===== src/rtl/rv32_pkg.sv =====
// Shared RV32 definitions for the execute-stage M-extension unit:
// funct3 encodings, FSM states, iteration count and small decode helpers.
package rv32_pkg;

  // funct3 encoding of the M-extension operations.
  typedef enum logic [2:0] {
    OP_MUL    = 3'b000,
    OP_MULH   = 3'b001,
    OP_MULHSU = 3'b010,
    OP_MULHU  = 3'b011,
    OP_DIV    = 3'b100,
    OP_DIVU   = 3'b101,
    OP_REM    = 3'b110,
    OP_REMU   = 3'b111
  } muldiv_op_e;

  typedef enum logic [1:0] {
    ST_IDLE  = 2'd0,
    ST_CALC  = 2'd1,
    ST_FIXUP = 2'd2,
    ST_DONE  = 2'd3
  } muldiv_state_e;

  localparam int MULDIV_ITERS = 32;
  localparam int MULDIV_CNT_W = $clog2(MULDIV_ITERS);

  // Divide and remainder operations all have funct3[2] set.
  function automatic logic op_is_div(input muldiv_op_e op);
    return op[2];
  endfunction

  // REM and REMU return the remainder rather than the quotient.
  function automatic logic op_is_rem(input muldiv_op_e op);
    return op[2] & op[1];
  endfunction

  // MULH, MULHSU and MULHU return the upper product word.
  function automatic logic op_mul_high(input muldiv_op_e op);
    return (op == OP_MULH) || (op == OP_MULHSU) || (op == OP_MULHU);
  endfunction

  // rs1 is treated as signed for MUL, MULH, MULHSU, DIV and REM.
  function automatic logic op_rs1_signed(input muldiv_op_e op);
    return (op == OP_MUL) || (op == OP_MULH) || (op == OP_MULHSU) ||
           (op == OP_DIV) || (op == OP_REM);
  endfunction

  // rs2 is treated as signed for MUL, MULH, DIV and REM.
  function automatic logic op_rs2_signed(input muldiv_op_e op);
    return (op == OP_MUL) || (op == OP_MULH) ||
           (op == OP_DIV) || (op == OP_REM);
  endfunction

endpackage


===== src/rtl/rv32_mod_abs_neg.sv =====
// Conditional two's-complement negation. Used both to take operand
// magnitudes before iteration and to restore the result sign afterwards.
module rv32_mod_abs_neg #(
  parameter int W = 64
) (
  input  logic         en_i,
  input  logic [W-1:0] val_i,
  output logic [W-1:0] val_o
);

  // Negate when enabled, pass through otherwise.
  always_comb begin
    val_o = en_i ? (~val_i + W'(1)) : val_i;
  end

endmodule


===== src/rtl/rv32_mod_muldiv.sv =====
// Iterative RV32M multiply/divide unit. One operation at a time: operand
// magnitudes are captured on start, 32 shift-add or restoring-divide steps
// run in CALC, the sign is restored in FIXUP and DONE pulses `done`.
module rv32_mod_muldiv
  import rv32_pkg::*;
#(
  parameter bit DIV_ZERO_SHORTCUT = 1'b1
) (
  input  logic        clk,
  input  logic        rst,
  input  logic        start,
  input  logic        kill,
  input  logic [2:0]  func,
  input  logic [31:0] read0_data,
  input  logic [31:0] read1_data,
  output logic        busy,
  output logic        done,
  output logic [31:0] result
);

  // Control state (reset).
  muldiv_state_e           state_q, state_d;
  logic [MULDIV_CNT_W-1:0] cnt_q, cnt_d;
  logic                    busy_q, busy_d;
  logic                    done_q, done_d;
  logic [31:0]             result_q, result_d;

  // Datapath state (captured on start, meaningless while idle).
  muldiv_op_e              op_q, op_d;
  logic                    neg_q, neg_d;     // negate the selected result in FIXUP
  logic [31:0]             opa_q, opa_d;     // multiplier / dividend magnitude
  logic [31:0]             opb_q, opb_d;     // multiplicand / divisor magnitude
  logic [63:0]             acc_q, acc_d;     // product, or {remainder, quotient}

  // Request decode.
  muldiv_op_e  func_op;
  logic        sign_a;
  logic        sign_b;
  logic        div_zero;
  logic [31:0] mag_a;
  logic [31:0] mag_b;

  // Iteration datapath.
  logic [32:0] mul_sum;
  logic [32:0] div_shift;
  logic        div_ok;
  logic [31:0] div_rem;

  // Sign fixup datapath.
  logic [63:0] fix_in;
  logic [63:0] fix_out;
  logic [31:0] fix_word;

  assign func_op  = muldiv_op_e'(func);
  assign sign_a   = op_rs1_signed(func_op) & read0_data[31];
  assign sign_b   = op_rs2_signed(func_op) & read1_data[31];
  assign div_zero = (read1_data == 32'd0);

  rv32_mod_abs_neg #(.W(32)) u_abs_a (
    .en_i  (sign_a),
    .val_i (read0_data),
    .val_o (mag_a)
  );

  rv32_mod_abs_neg #(.W(32)) u_abs_b (
    .en_i  (sign_b),
    .val_i (read1_data),
    .val_o (mag_b)
  );

  // One multiply step: conditionally add the multiplicand to the upper half;
  // one divide step: shift in the next dividend bit and trial-subtract.
  always_comb begin
    mul_sum   = {1'b0, acc_q[63:32]} + (opa_q[0] ? {1'b0, opb_q} : 33'd0);
    div_shift = {acc_q[63:32], opa_q[31]};
    div_ok    = (div_shift >= {1'b0, opb_q});
    // The remainder stays below the divisor, so 32 bits hold the difference.
    div_rem   = div_ok ? (div_shift[31:0] - opb_q) : div_shift[31:0];
  end

  // Pick the raw magnitude to sign-correct: product, quotient or remainder.
  always_comb begin
    if (op_is_div(op_q)) begin
      fix_in = op_is_rem(op_q) ? {32'd0, acc_q[63:32]} : {32'd0, acc_q[31:0]};
    end else begin
      fix_in = acc_q;
    end
  end

  rv32_mod_abs_neg #(.W(64)) u_fixup (
    .en_i  (neg_q),
    .val_i (fix_in),
    .val_o (fix_out)
  );

  assign fix_word = op_mul_high(op_q) ? fix_out[63:32] : fix_out[31:0];

  // Next-state, datapath and output logic.
  always_comb begin
    // NOTE: every _d gets a default before the case so no path can leave a latch.
    state_d  = state_q;
    cnt_d    = cnt_q;
    result_d = result_q;
    op_d     = op_q;
    neg_d    = neg_q;
    opa_d    = opa_q;
    opb_d    = opb_q;
    acc_d    = acc_q;

    unique case (state_q)
      ST_IDLE: begin
        if (start) begin
          op_d  = func_op;
          opa_d = mag_a;
          opb_d = mag_b;
          acc_d = 64'd0;
          cnt_d = '0;
          if (op_is_div(func_op)) begin
            // A zero divisor yields an all-ones quotient regardless of signs.
            neg_d = op_is_rem(func_op) ? sign_a : ((sign_a ^ sign_b) & ~div_zero);
          end else begin
            neg_d = sign_a ^ sign_b;
          end
          if (DIV_ZERO_SHORTCUT && op_is_div(func_op) && div_zero) begin
            result_d = op_is_rem(func_op) ? read0_data : 32'hFFFF_FFFF;
            state_d  = ST_DONE;
          end else begin
            state_d  = ST_CALC;
          end
        end
      end

      ST_CALC: begin
        if (op_is_div(op_q)) begin
          acc_d = {div_rem, acc_q[30:0], div_ok};
          opa_d = {opa_q[30:0], 1'b0};
        end else begin
          acc_d = {mul_sum, acc_q[31:1]};
          opa_d = {1'b0, opa_q[31:1]};
        end
        cnt_d = cnt_q + 1'b1;
        if (cnt_q == MULDIV_CNT_W'(MULDIV_ITERS - 1)) begin
          state_d = ST_FIXUP;
        end
      end

      ST_FIXUP: begin
        result_d = fix_word;
        state_d  = ST_DONE;
      end

      ST_DONE: begin
        state_d = ST_IDLE;
      end

      default: begin
        state_d = ST_IDLE;
      end
    endcase

    // A flush abandons the operation without touching the visible result.
    if (kill) begin
      state_d  = ST_IDLE;
      result_d = result_q;
    end

    busy_d = (state_d != ST_IDLE);
    done_d = (state_d == ST_DONE);
  end

  // Control registers with synchronous reset.
  always_ff @(posedge clk) begin
    // NOTE: sequential state uses non-blocking assignment so every register
    // samples its pre-edge inputs.
    if (rst) begin
      state_q  <= ST_IDLE;
      cnt_q    <= '0;
      busy_q   <= 1'b0;
      done_q   <= 1'b0;
      result_q <= 32'd0;
    end else begin
      state_q  <= state_d;
      cnt_q    <= cnt_d;
      busy_q   <= busy_d;
      done_q   <= done_d;
      result_q <= result_d;
    end
  end

  // Datapath registers, always loaded before use.
  always_ff @(posedge clk) begin
    // NOTE: no reset here; these are fully written on every accepted start.
    op_q  <= op_d;
    neg_q <= neg_d;
    opa_q <= opa_d;
    opb_q <= opb_d;
    acc_q <= acc_d;
  end

  assign busy   = busy_q;
  assign done   = done_q;
  assign result = result_q;

endmodule


===== config.mk =====
export PLATFORM = sky130hd
export DESIGN_NAME = rv32_mod_muldiv
export DESIGN_NICKNAME = d
export VERILOG_FILES = /design/src/rtl/rv32_pkg.sv /design/src/rtl/rv32_mod_abs_neg.sv /design/src/rtl/rv32_mod_muldiv.sv
export SDC_FILE = /design/constraint.sdc
export NUM_CORES = 1
export LEC_CHECK = 0
export CAP_MARGIN = 20
export CORE_MARGIN = 2
export CORE_UTILIZATION = 41
export DETAILED_ROUTE_END_ITERATION = 8
export PLACE_DENSITY = 0.62
export REMOVE_ABC_BUFFERS = 1
export SYNTH_ARGS = -nofsm -noshare
export SYNTH_HDL_FRONTEND = slang
export SYNTH_SLANG_ARGS = --single-unit
export TNS_END_PERCENT = 5

===== constraint.sdc =====
create_clock -name clk -period 4.5 [get_ports clk]
set_clock_uncertainty 0.1 [all_clocks]
set_input_delay 0.9 -clock clk [delete_from_list [all_inputs] [get_ports clk]]
set_output_delay 0.9 -clock clk [all_outputs]
set_load 0.02 [all_outputs]

==> results.toml, run 1 <==
[outcome]
status = "finished clean"

[timing]
relSlewSlack_pct = 30.49
tightestPinTransition_ns = 1.039
slew_viol_final = 0
fmax_ghz = 0.2388
finalHoldViolCount = 0
min_period_ns = 4.188
finalCritPeriodShare_pct = 93.07
layout_setup_ws_ns = 0.3120
rsz0062_at_grt = "false"
setup_viol = 0

[critical_path]
path_max_fanout = 31
worstSetupStartpointType = "flop"
worst_ep_required_time_ns = 4.58
cp.arrival_ns = 4.27
cp-end-kind = "flop"
criticalPathCategory = "reg2reg"

[layout]
register_area_um2 = 4785
drive_gt1_share_pct = 7.621
final_area_um2 = 17810
n_antenna_cell = 0
fill_cells = 3643
multiInputGateArea_um2 = 9966
final_cells = 2453
synthToLayoutAreaGrowth_pct = 15.02
nets = 2071
fin_util_pct = 47.61

[yosys]
ys.flop_type = "edfxtp_1"
synth_cells = 1853
synth.area.top_cells = "edfxtp_1 (26%), a21oi_1 (5.7%), ha_1 (5.6%), dfxtp_1 (5.3%), mux2i_1 (5.3%)"
syn_area_per_cell_um2 = 8.355
synth_cell_types = 93
synth-async-reset-ratio_pct = 0
synth_seq_area_share_pct = 30.91
yosysMostFrequentCell = "nor2_1"
synth_area_um2 = 15480
ys_ff_latch = 173
synth_edf_count = 132
yosysTopAreaCellShare_pct = 25.60
yosys_warnings = 0
synth.top_cells.by_count = "nor2_1 (211), a21oi_1 (176), nand2_1 (158), edfxtp_1 (132), o21ai_0 (102)"
synth.largest_area_cell = "edfxtp_1"

[power]
vdd_ir_drop_max_uv = 313.8
power_mw = 5.135
p_leak_nw = 6.989
power_density_nw_per_um2 = 288.4

[placement]
hpwl_um = 38130
place_inst = 2421
dp_slack_ns = 0.03342
placed_area_um2 = 17210
place_congestion = 0.9566
numPortBuffers = 104

[die]
rows = 71
dieArea_um2 = 39330
start_util_pct = 41.39
ios = 105
coreArea_um2 = 37400
die_width_um = 198.3
die-height_um = 198.3

[clock_tree]
clock_sinks = 173
h-tree-depth = 4
numCtsBuffers = 17
clockBufferDepth = 2
cts_tree = "done"
path_clk_slew_ns = 0.07
clock-root-buffer = "clkbuf_16"
clock_latency_ns = 0.46

[detailed_routing]
routed-wl-met3_um = 3454
vias = 14410
drtAntennaViolNets = 0
vias_per_cell = 5.874
top_layer = "met4"
drt-met1-wl_um = 22470
dr_wl_met2_um = 22310
wl_um = 49330
wl_per_cell_um = 20.11
route.detailed.drc = 0
drt_iter0_drc = 1114
dr.pass1.iters = 5

[grt]
grt_pass1_vias = 13720
grt_pass1_wl_um = 77640
grt_max_degree = 118
track_usage_pct = 25.40
grt_overflow_total = 0
antenna_found_initial = 0

[min_path]
hold_path_class = "reg2reg"

[flow_run]
cap_viol_max_count = 0
-- registers in the layout, indices dropped and copies added (netlist names) --
signal,cells
acc_q,64
opa_q,32
opb_q,32
result,32
cnt_q,5
op_q,3
state_q,2
busy,1
done,1
neg_q,1
-- per-stage QoR --
step / setup TNS [ns] / hold slack [ns]
3_3_place_gp: 0 / 0.3559
4_1_cts: 0 / 0.3668
6_report: 0 / 0.3665
3_5_place_dp: 0 / 0.3576
5_1_grt: 0 / 0.3710
2_1_floorplan: -116.85 / 0.3293
-- cell type report --
type / count / share of cell area [%]
sequential: 173 / 26.87
clock buffer: 22 / 2.909
inverter: 65 / 1.377
multi-input combinational: 1503 / 55.97
clock inverter: 10 / 0.4146
tap: 511 / 3.591
timing repair buffer: 169 / 8.868
-- worst max-delay path, stage by stage, from the launching register on --
cell and delay (ns):
edfxtp_1 0.46, buf_4 0.25, and2_1 0.19, fa_1 0.46, a211o_1 0.31, a211oi_2 0.23
o21a_1 0.22, o21ai_0 0.23, a221o_1 0.50, a41o_1 0.33, a221oi_1 0.36, xor2_1 0.17
a211oi_1 0.08
-- power by group --
group | internal [mW] | total (mW) | switching, mW
clock | 0.825 | 1.51 | 0.687
sequential | 1.85 | 1.98 | 0.124
combinational | 0.661 | 1.65 | 0.985
-- placed cells by master (no fill, tap or decap), types with 64 or more instances in the layout --
| master | count |
|---|---|
| mux2i_1 | 82 |
| nand2_1 | 158 |
| inv_1 | 64 |
| a21oi_1 | 176 |
| o21ai_0 | 101 |
| ha_1 | 69 |
| xnor2_1 | 82 |
| edfxtp_1 | 132 |
| xor2_1 | 80 |
| nor2_1 | 211 |
| clkdlybuf4s50_1 | 104 |
-- final timing paths --
path,start,to,slack [ns],cells after the start
worst min-delay path,result[4]$_SDFFE_PP0P_,result[4]$_SDFFE_PP0P_,0.37,2
worst min register to register,result[4]$_SDFFE_PP0P_,result[4]$_SDFFE_PP0P_,0.37,2
worst max-delay path,opa_q[0]$_DFFE_PP_,acc_q[61]$_SDFFCE_PN0P_,0.31,12
worst max register to register,opa_q[0]$_DFFE_PP_,acc_q[61]$_SDFFCE_PN0P_,0.31,12
-- timing repair --
| item | CTS | global route |
|---|---|---|
| gates resized for setup | 0 | 1 |
| setup endpoints to repair | 0 | 1 |
| hold buffers | 0 | 0 |
| buffers inserted | 0 | 0 |
-- layer usage --
layer / GRT usage (%) / vias up
met5: 0 / -
met4: 7.909 / 0
met3: 3.168 / 64
met2: 41.08 / 537
met1: 35.27 / 6805
li1: - / 7002
-- logic make-up after synthesis --
group | share of synthesized area [%]
AO/OA/AOI/OAI | 23.69
XOR/XNOR | 9.165
adder cells (fa/ha/maj) | 5.835
buffers and inverters | 4.898
flip-flops | 30.91
multiplexers | 5.544
AND/OR/NAND/NOR | 19.96
(Power assumes the default switching activity.)
==> inputs of run 2 (changes only) <==
--- a/config.mk
+++ b/config.mk
@@ -5,6 +5,7 @@
 export SDC_FILE = /design/constraint.sdc
 export NUM_CORES = 1
 export LEC_CHECK = 0
+export ABC_CLOCK_PERIOD_IN_PS = 4500
 export CAP_MARGIN = 20
 export CORE_MARGIN = 2
 export CORE_UTILIZATION = 41
==> results of run 2 <==
Final layout, timing and power as in run 1 (identical DEF).
==> inputs of run 3 (changes only) <==
--- a/config.mk
+++ b/config.mk
@@ -5,7 +5,7 @@
 export SDC_FILE = /design/constraint.sdc
 export NUM_CORES = 1
 export LEC_CHECK = 0
-export ABC_CLOCK_PERIOD_IN_PS = 4500
+export ABC_CLOCK_PERIOD_IN_PS = 4050
 export CAP_MARGIN = 20
 export CORE_MARGIN = 2
 export CORE_UTILIZATION = 41
==> constraint.sdc (replaced) <==
create_clock -name clk -period 4.05 [get_ports clk]
set_clock_uncertainty 0.1 [all_clocks]
set_input_delay 0.81 -clock clk [delete_from_list [all_inputs] [get_ports clk]]
set_output_delay 0.81 -clock clk [all_outputs]
set_load 0.02 [all_outputs]
==> run 3 against run 2 <==
  * Setup slack got worse by 0.12 ns
  * Highest routed layer unchanged
  * Final area increased by 3.3%
  * Die area unchanged
  * Non-clock buffer count increased by 78
  * Utilization increased by 1.6 points
  * Flip-flop and latch count unchanged
  * Sequential power increased by 10%
  * Critical endpoint is now acc_q[59]$_SDFFCE_PN0P_
  * Wire length increased by 5.5%
  * Worst hold slack got worse by 0.0011 ns
==> results.toml, run 3 (synthesized netlist as in run 1, its figures left out) <==
[die]
coreArea_um2 = 37400
ios = 105
dieArea_um2 = 39330
rows = 71
die-height_um = 198.3
die_width_um = 198.3
start_util_pct = 41.39

[layout]
largest_register = "acc_q"
final_common_cell = "nor2_1"
drive_gt1_share_pct = 11.29
fin_util_pct = 49.20
largest_register_ffs = 64
synthToLayoutAreaGrowth_pct = 18.86
final_cell_mix = "nor2_1 (211), a21oi_1 (176), nand2_1 (158)"
final_cells = 2533
nets = 2149
fill_cells = 3699

[min_path]
hold_path_class = "reg2reg"

[detailed_routing]
drtAntennaViolNets = 0
drt_iter0_drc = 880
wl_per_cell_um = 20.55
route.detailed.drc = 0
dr.pass1.iters = 5
vias_per_cell = 5.862
vias = 14850
wl_um = 52070

[clock_tree]
h-tree-depth = 4
clock_sinks = 173
cts_tree = "done"
numCtsBuffers = 17
path_clk_slew_ns = 0.07
clockBufferDepth = 2
clock-root-buffer = "clkbuf_16"
cts_hold_buf = 0
clock_latency_ns = 0.45

[timing]
finalCritPeriodShare_pct = 95.19
finalHoldViolCount = 0
finalSetupTns_ns = 0
layout_setup_ws_ns = 0.1949
slew_viol_final = 0
tightestPinTransition_ns = 1.086
setup_viol = 0
fmax_ghz = 0.2594
relSlewSlack_pct = 27.59
min_period_ns = 3.855

[critical_path]
worst_ep_required_time_ns = 4.11
worstSetupStartpointType = "flop"
cp-end-kind = "flop"
path_max_fanout = 4
cp.arrival_ns = 3.92
criticalPathCategory = "reg2reg"

[grt]
antenna_found_initial = 3
track_usage_pct = 26.73
grt_max_degree = 97
grt_overflow_total = 0
grt_pass1_wl_um = 80940
grt_pass1_vias = 14410

[power]
vdd_ir_drop_max_uv = 304.0
power_density_nw_per_um2 = 314.6
p_leak_nw = 7.375
power_mw = 5.788

[placement]
numPortBuffers = 104
place_congestion = 0.9592
hpwl_um = 40250
place_inst = 2498
dp_slack_ns = -0.1461

[flow_run]
cap_viol_max_count = 0

[outcome]
status = "finished clean"
-- run 3: cell count changes in the layout (fill, tap and decap cells not counted), moves of 2 or more --
cell,delta
buf_4,+78
clkbuf_16,-2
clkinv_4,+3
diode_2,+2
inv_4,+2
inv_6,-3
o21ai_0,-2
o21ai_1,+2
-- run 3: worst paths after layout --
check,startpoint,slack [ns],depth (start not counted),endpoint
worst max-delay path,opa_q[0]$_DFFE_PP_,0.19,13,acc_q[59]$_SDFFCE_PN0P_
worst min-delay path,result[4]$_SDFFE_PP0P_,0.37,2,result[4]$_SDFFE_PP0P_
worst max register to register,opa_q[0]$_DFFE_PP_,0.19,13,acc_q[59]$_SDFFCE_PN0P_
worst min register to register,result[4]$_SDFFE_PP0P_,0.37,2,result[4]$_SDFFE_PP0P_
-- run 3: cell type report --
class                      count  area (µm²)  share of cell area (%)
tap                          511       639.4                   3.475
antenna                        2       5.005                 0.02720
clock inverter                12       108.9                  0.5916
inverter                      65       245.2                   1.333
clock buffer                  20       478.0                   2.598
multi-input combinational   1503        9975                   54.21
sequential                   173        4785                   26.00
timing repair buffer         247        2165                   11.76
-- run 3: stage by stage --
step / cell area (µm²) / hold slack, ns
after CTS: 18370 / 0.3671
final: 18400 / 0.3654
after global placement: 17790 / 0.3552
after global routing: 18400 / 0.3849
after detailed placement: 17790 / 0.3579
after floorplan: 14970 / 0.3293
-- run 3: report_power, final --
part	leakage [nW]	switching, mW	total [mW]	internal [mW]
Combinational	5.42	1.15	1.94	0.792
Sequential	1.67	0.123	2.18	2.06
Clock	0.292	0.747	1.67	0.918
-- run 3: timing repair --
| action | 4_1_cts | 5_1_grt |
|---|---|---|
| buffers inserted | 0 | 1 |
| resized for setup | 0 | 5 |
| endpoints found under the setup margin | 0 | 8 |
-- run 3: per-layer routing --
layer,track usage [%],part of all wire [%],up-vias,wire length (µm)
li1,-,-,7163,-
met3,4.326,6.8,93,3560
met2,43.63,46,530,23750
met5,0,0,-,0
met4,10.78,3.3,0,1743
met1,35.24,44,7062,23020
-- run 3: critical path: stages, from the launching register on --
cell and delay [ns]:
edfxtp_1 0.41, and2_1 0.16, ha_1 0.20, fa_1 0.44, a211o_1 0.32, a211oi_2 0.23
o21a_1 0.19, o21ai_1 0.16, a221o_1 0.40, a41o_1 0.29, buf_4 0.15, and3_1 0.17
nor4_1 0.26, nor3b_1 0.09
